`src/rtl/prio_grant_ctrl.sv`:
```
// prio_grant_ctrl
//   Qualifies a priority-encoder code (it must be stable for STABLE samples),
//   then grants the winning index until the source acknowledges or the
//   grant times out, and waits for the request to drop before re-arming.
//
// Ports
//   clk       : clock, rising edge
//   rst_n     : asynchronous active-low reset
//   code[3:0] : {valid, index[2:0]} from the upstream 8-to-3 priority encoder
//   ack       : acknowledge from the serviced source (only honoured in GRANT)
//   req       : grant active
//   grant_idx : granted index, held after the grant ends
//   grant_n   : active-low one-hot grant (8'hFF when not granting)
//   timeout   : one-cycle pulse when a grant is aborted for lack of ack
//   busy      : controller not idle
module prio_grant_ctrl #(
  parameter int STABLE  = 2,   // 2..15
  parameter int TIMEOUT = 255  // 2..255
) (
  input  logic       clk,
  input  logic       rst_n,
  input  logic [3:0] code,
  input  logic       ack,
  output logic       req,
  output logic [2:0] grant_idx,
  output logic [7:0] grant_n,
  output logic       timeout,
  output logic       busy
);

  localparam logic [3:0] LP_STABLE   = 4'(STABLE);
  localparam logic [7:0] LP_TMO_LAST = 8'(TIMEOUT - 1);

  typedef enum logic [1:0] {
    IDLE    = 2'd0,
    QUAL    = 2'd1,
    GRANT   = 2'd2,
    RELEASE = 2'd3
  } state_t;

  state_t     r_state;
  logic [3:0] r_code;
  logic [2:0] r_cand;
  logic [3:0] r_stab_cnt;
  logic [7:0] r_timer;
  logic [2:0] r_grant_idx;
  logic       r_timeout;

  // Input stage: the encoder output is sampled once before the FSM looks at it.
  always_ff @(posedge clk or negedge rst_n) begin
    if (!rst_n) r_code <= 4'd0;
    else        r_code <= code;
  end

  always_ff @(posedge clk or negedge rst_n) begin
    if (!rst_n) begin
      r_state     <= IDLE;
      r_cand      <= 3'd0;
      r_stab_cnt  <= 4'd0;
      r_timer     <= 8'd0;
      r_grant_idx <= 3'd0;
      r_timeout   <= 1'b0;
    end else begin
      r_timeout <= 1'b0;
      case (r_state)
        IDLE: begin
          if (r_code[3]) begin
            r_cand     <= r_code[2:0];
            r_stab_cnt <= 4'd1;
            r_state    <= QUAL;
          end
        end
        QUAL: begin
          if (!r_code[3]) begin
            r_state <= IDLE;
          end else if (r_code[2:0] != r_cand) begin
            // Winner changed before settling: restart qualification on it.
            r_cand     <= r_code[2:0];
            r_stab_cnt <= 4'd1;
          end else if (r_stab_cnt + 4'd1 == LP_STABLE) begin
            r_stab_cnt  <= r_stab_cnt + 4'd1;
            r_grant_idx <= r_cand;
            r_timer     <= 8'd0;
            r_state     <= GRANT;
          end else begin
            r_stab_cnt <= r_stab_cnt + 4'd1;
          end
        end
        GRANT: begin
          // ack wins over the abort on the final timer cycle.
          if (ack) begin
            r_state <= RELEASE;
          end else if (r_timer == LP_TMO_LAST) begin
            r_timeout <= 1'b1;
            r_state   <= RELEASE;
          end else begin
            r_timer <= r_timer + 8'd1;
          end
        end
        RELEASE: begin
          // Wait for the granted request to go away so it is not re-granted.
          if (!r_code[3] || (r_code[2:0] != r_grant_idx))
            r_state <= IDLE;
        end
        default: r_state <= IDLE;
      endcase
    end
  end

  // Outputs decoded purely from registered state.
  logic w_granting;
  assign w_granting = (r_state == GRANT);

  assign req       = w_granting;
  assign grant_idx = r_grant_idx;
  assign grant_n   = w_granting ? ~(8'd1 << r_grant_idx) : 8'hFF;
  assign timeout   = r_timeout;
  assign busy      = (r_state != IDLE);

endmodule
```
`config.mk`:
```
export PLATFORM = sky130hd
export DESIGN_NAME = prio_grant_ctrl
export DESIGN_NICKNAME = d
export VERILOG_FILES = /design/src/rtl/prio_grant_ctrl.sv
export SDC_FILE = /design/constraint.sdc
export NUM_CORES = 1
export LEC_CHECK = 0
export ABC_AREA = 1
export BUFFER_PORTS_ARGS = -buffer_cell sky130_fd_sc_hd__buf_4
export CORE_ASPECT_RATIO = 0.9
export CORE_MARGIN = 2
export CORE_UTILIZATION = 50
export CTS_BUF_LIST = sky130_fd_sc_hd__clkbuf_8
export CTS_CLUSTER_DIAMETER = 30
export DETAILED_ROUTE_END_ITERATION = 8
export PLACE_DENSITY = 0.71
export SLEW_MARGIN = 20
export SYNTH_ARGS = -nofsm -noshare
export SYNTH_HDL_FRONTEND = slang
export SYNTH_SLANG_ARGS = --single-unit
```
`constraint.sdc`:
```
create_clock -name clk -period 3.3 [get_ports clk]
set_input_delay 0.495 -clock clk [delete_from_list [all_inputs] [get_ports clk]]
set_output_delay 0.495 -clock clk [all_outputs]
set_load 0.01 [all_outputs]
```
# --- Word-level counts from Yosys, hierarchy flattened ---
# Index checks and enable logic that the tools add are counted.
word_totals:
  word_cells: 67
  ff_bits: 25
  in_bits: 7
classes:
  reduce_logical: 11
  eq_ne: 18
  n_bitwise: 2
  add_sub_neg: 2
  n_shift: 1
  mux: 26
ops:
  columns: ["operator", "count"]
  rows:
  - ["2-to-1 mux 8 bit", 6]
  - ["!= test 2 bit (second input constant)", 8]
  - ["one-hot mux 8 bit (2 select lines)", 1]
  - ["2-to-1 mux 2 bit", 7]
  - ["2-to-1 mux 4 bit", 3]
  - ["2-to-1 mux 3 bit", 3]
  - ["adder 8 x 1 -> 8 bit (second input constant)", 1]
  - ["equality test 8 bit (second input constant)", 1]
  - ["inverter 8 bit", 1]
  - ["one-hot mux 2 bit (4 select lines)", 1]
  - ["one-hot mux 4 bit (2 select lines)", 1]
  - ["AND reduction 4 bit", 2]
  - ["left shift 1 x 3 -> 8 bit (first input constant)", 1]
  - ["!= test 3 bit", 2]
  - ["!= test 3 bit (second input constant)", 2]
  - ["one-hot mux 3 bit (2 select lines)", 1]
  - ["AND reduction 6 bit", 1]
  - ["nonzero test 2 bit", 3]
  - ["AND reduction 5 bit", 1]
  - ["adder 4 x 1 -> 4 bit (second input constant)", 1]
  - ["equality test 2 bit (second input constant)", 2]
  - ["equality test 4 x 2 -> 1 bit (second input constant)", 1]
  - ["2-to-1 mux 1 bit", 3]
  - ["!= test 3 x 2 -> 1 bit (second input constant)", 1]
  - ["6 further kinds", 6]

# --- Logic depth before layout (Yosys ltp) ---
depth:
  ltp_word: 6
  ltp_mapped: 12
  ltp_nobuf: 12

# --- Worst setup path before layout ---
# Ideal clock, no wire load.
synth_path:
  path_type: "reg2out"
  start: "register with a tool-made name"
  end: "output port grant_n[4]"
  t_required_ps: 2805
  stages_incl_launch_ff: 6
  setup_slack_ps: 1738
  t_arrival_ps: 1067
  path_cell_list: "dfrtp_1 inv_2 nor2_4 inv_2 nor2_1 nand2_1"
synth_rtl:
  columns: ["element", "line_no", "text"]
  rows:
  - ["end: declaration", "26", "output logic [7:0] grant_n,"]

==> impl_metrics.toml <==
[status]
status = "complete, no violations"

[routing]
vias = 1234
vias_per_cell = 5.08
drt_wl_total_um = 2940
wl_per_cell_um = 12.1
route.detailed.drc = 0
final_antenna_net_count = 0
dr.pass1.iters = 4
drt_iter0_markers = 48

[pwr]
p_clk_share_pct = 15.2
seqPwrFrac_pct = 40.3
combPwrFrac_pct = 44.5
switching_share_pct = 45.3
powerDensity_nw_per_um2 = 712
p_leak_uw = 0.000838
p_int_uw = 638
power_switching_uw = 528
ir_drop_v = 0.000436

[worst_setup_path]
path_delay_family = "simple AND/OR/NAND/NOR gates"
r2r-start = "r_stab_cnt[0]"
critPathCaptureType = "output pin"
cpMostUsedCell = "inv_2"
reg2regPathDepth = 9
cp.required_ns = 2.80
crit_end = "grant_n[6]"
max_stage_delay_ns = 0.47
cp_cell_sequence = "inv_2, nor2_4, inv_2, nor2_1, nand2_1, buf_4"
arrival_ns = 1.64
cp_slowest_cell = "dfrtp_1"
crit_type = "reg2out"
regToRegEndpoint = "r_timer[1]"
path_buf_inv = 3
ff2ff_setup_slack_ns = 1.49
worstPathMaxFanout = 10
cp-start-kind = "flop"
crit_cells = 6

[synth]
synth_nets = 200
netlist_top_cells_count = "nand2_1, dfrtp_1, nor2_1"
synth.area.top_cells = "dfrtp_1, nand2_1, nand3_1"
yosys.cell_types.count = 20
async_flop_share_pct = 100
synth_top_area_share_pct = 44.5
synth_area_um2 = 1410
syn_area_per_cell_um2 = 7.43
synth_top_flop_cell = "dfrtp_1"
ys_ff_latch = 25
seq_area_frac_synth_pct = 44.5
yosys_warnings = 0
synthCells = 189
synth-edff-count = 0
synth.most_common_cell = "nand2_1"
synth_area_leader_cell = "dfrtp_1"

[floorplanning]
fp.dieW_um = 59.9
die-area_um2 = 3250
start_util_pct = 52.0
boundaryPins = 21
row_count = 18
die_height_um = 54.3
coreArea_um2 = 2700

[timing]
hold_violations = 0
worst_pin_slew_ns = 0.322
fin_skew_ns = 0.00504
slew_headroom_pct = 78.5
maxSlewViolCount = 0
fin_tns_setup_ns = 0
setup_ws_ns = 1.16
finalCritPeriodShare_pct = 64.8
setup_viol = 0
fmax_mhz = 468
holdWs_ns = 0.115
period_minus_slack_ns = 2.14
rsz0062_at_grt = "no"

[place]
dp.cells = 239
io_buffer_count = 20
gp_congestion = 0.827
dp_hpwl_um = 2250
pre_cts_slack_ns = 1.46

[clock_tree]
insertion_delay_ns = 0.27
clk_pin_slew_ns = 0.09
cts_resized = 0
numCtsBuffers = 3
cts_tree = "done"
cts.hold.buffers_added = 0
clock-sinks = 25
h-tree-depth = 1
cts-root-buf = "clkbuf_8"
cts_buffer_depth = 2
cts_setup_buffers = 0

[final_layout]
n_antenna_cell = 0
stdcell_count = 243
layout-area-overhead-vs-synth_pct = 16.6
drive_above_1_share_pct = 15.0
final_core_util_pct = 60.6
fin_nets = 225

[global_route]
grt_pass1_vias = 1116
overflow = 0
grt_usage_pct = 20.3
antenna_found_initial = 0
grt_pass1_wl_um = 4930
grt_max_degree = 26

[hold_path]
hp-class = "in2async"

[flow_run]
drv_cap = 0
worst min-delay path by stage:
stage / from / endpoint / slack (ns) / cells past startpoint
6_report: rst_n / timeout / 0.11 / 1
4_1_cts: rst_n / timeout / 0.13 / 1
2_1_floorplan: rst_n / async pin / 0.20 / 0
3_5_place_dp: rst_n / r_stab_cnt[2] / 0.42 / 1
5_1_grt: rst_n / timeout / 0.13 / 1
3_3_place_gp: rst_n / r_stab_cnt[2] / 0.41 / 1
power by group through the flow:
| stage | combinational [uW] | sequential (uW) | clock [uW] |
|---|---|---|---|
| floorplan | 371 | 462 | 0 |
| global placement | 505 | 468 | 0 |
| detailed placement | 518 | 474 | 0 |
| CTS | 522 | 468 | 182 |
| global route | 587 | 483 | 196 |
| finish | 519 | 470 | 177 |
cells in the final DEF, fill, tap and decap left out:
cell,n
o21ai_0,5
nor3_1,2
o22ai_1,2
nand2_2,1
buf_4,20
nand4_1,2
clkbuf_8,3
dfrtp_1,25
nand2_1,70
nand2_4,1
nor2_1,23
inv_2,4
inv_1,17
a21oi_1,2
xor2_1,4
nor2_8,1
nor2_4,1
ha_1,4
nor2_2,1
or2_0,1
nand3_1,19
xnor2_1,5
per-layer routing:
layer / track usage [%] / vias to the layer above / wire length (um)
met4: 5.56 / 0 / 29
met3: 3.07 / 4 / 135
met1: 29.8 / 564 / 1420
met5: 0 / - / 0
met2: 31.3 / 28 / 1350
li1: - / 638 / -
registers in the layout, indices dropped and copies added, names as in the netlist, named ones only:
register and cells:
r_stab_cnt 4, grant_idx 3, r_cand 3, timeout 1
r_timer 8, r_code 4, r_state 1
cell families (layout without fill, tap and decap cells):
kind of cell | Yosys count | count (layout) | share of synthesized area (%)
compound gates | 9 | 9 | 3.38
xor+xnor | 9 | 9 | 5.61
fa+ha+maj | 4 | 4 | 3.56
buf+inv | 20 | 44 | 5.34
flops | 25 | 25 | 44.5
simple gates | 122 | 122 | 37.6
area by class of cell:
| class | instances | area (um2) |
|---|---|---|
| Fill cell | 255 | 1060 |
| Multi-Input combinational cell | 144 | 704 |
| Sequential cell | 25 | 626 |
| Timing Repair Buffer | 20 | 150 |
| Inverter | 20 | 75.1 |
| Clock buffer | 3 | 41.3 |
| Tap cell | 30 | 37.5 |
| Clock inverter | 1 | 3.75 |
stage by stage:
stage / instance area (um2) / power [uW]
final: 1640 / 1170
after global routing: 1640 / 1270
after CTS: 1640 / 1170
after detailed placement: 1590 / 992
after global placement: 1590 / 973
after floorplan: 1410 / 833
worst register-to-register path, cell delays in order, from the launching register on:
cell	delay (ns)
dfrtp_1	0.44
ha_1	0.25
xnor2_1	0.20
nand2_1	0.07
nor2_1	0.13
nand2_1	0.09
nand2_1	0.26
nand2_4	0.13
nand2_1	0.08
nand2_1	0.05
No activity file was read; power rests on OpenSTA's default activity.
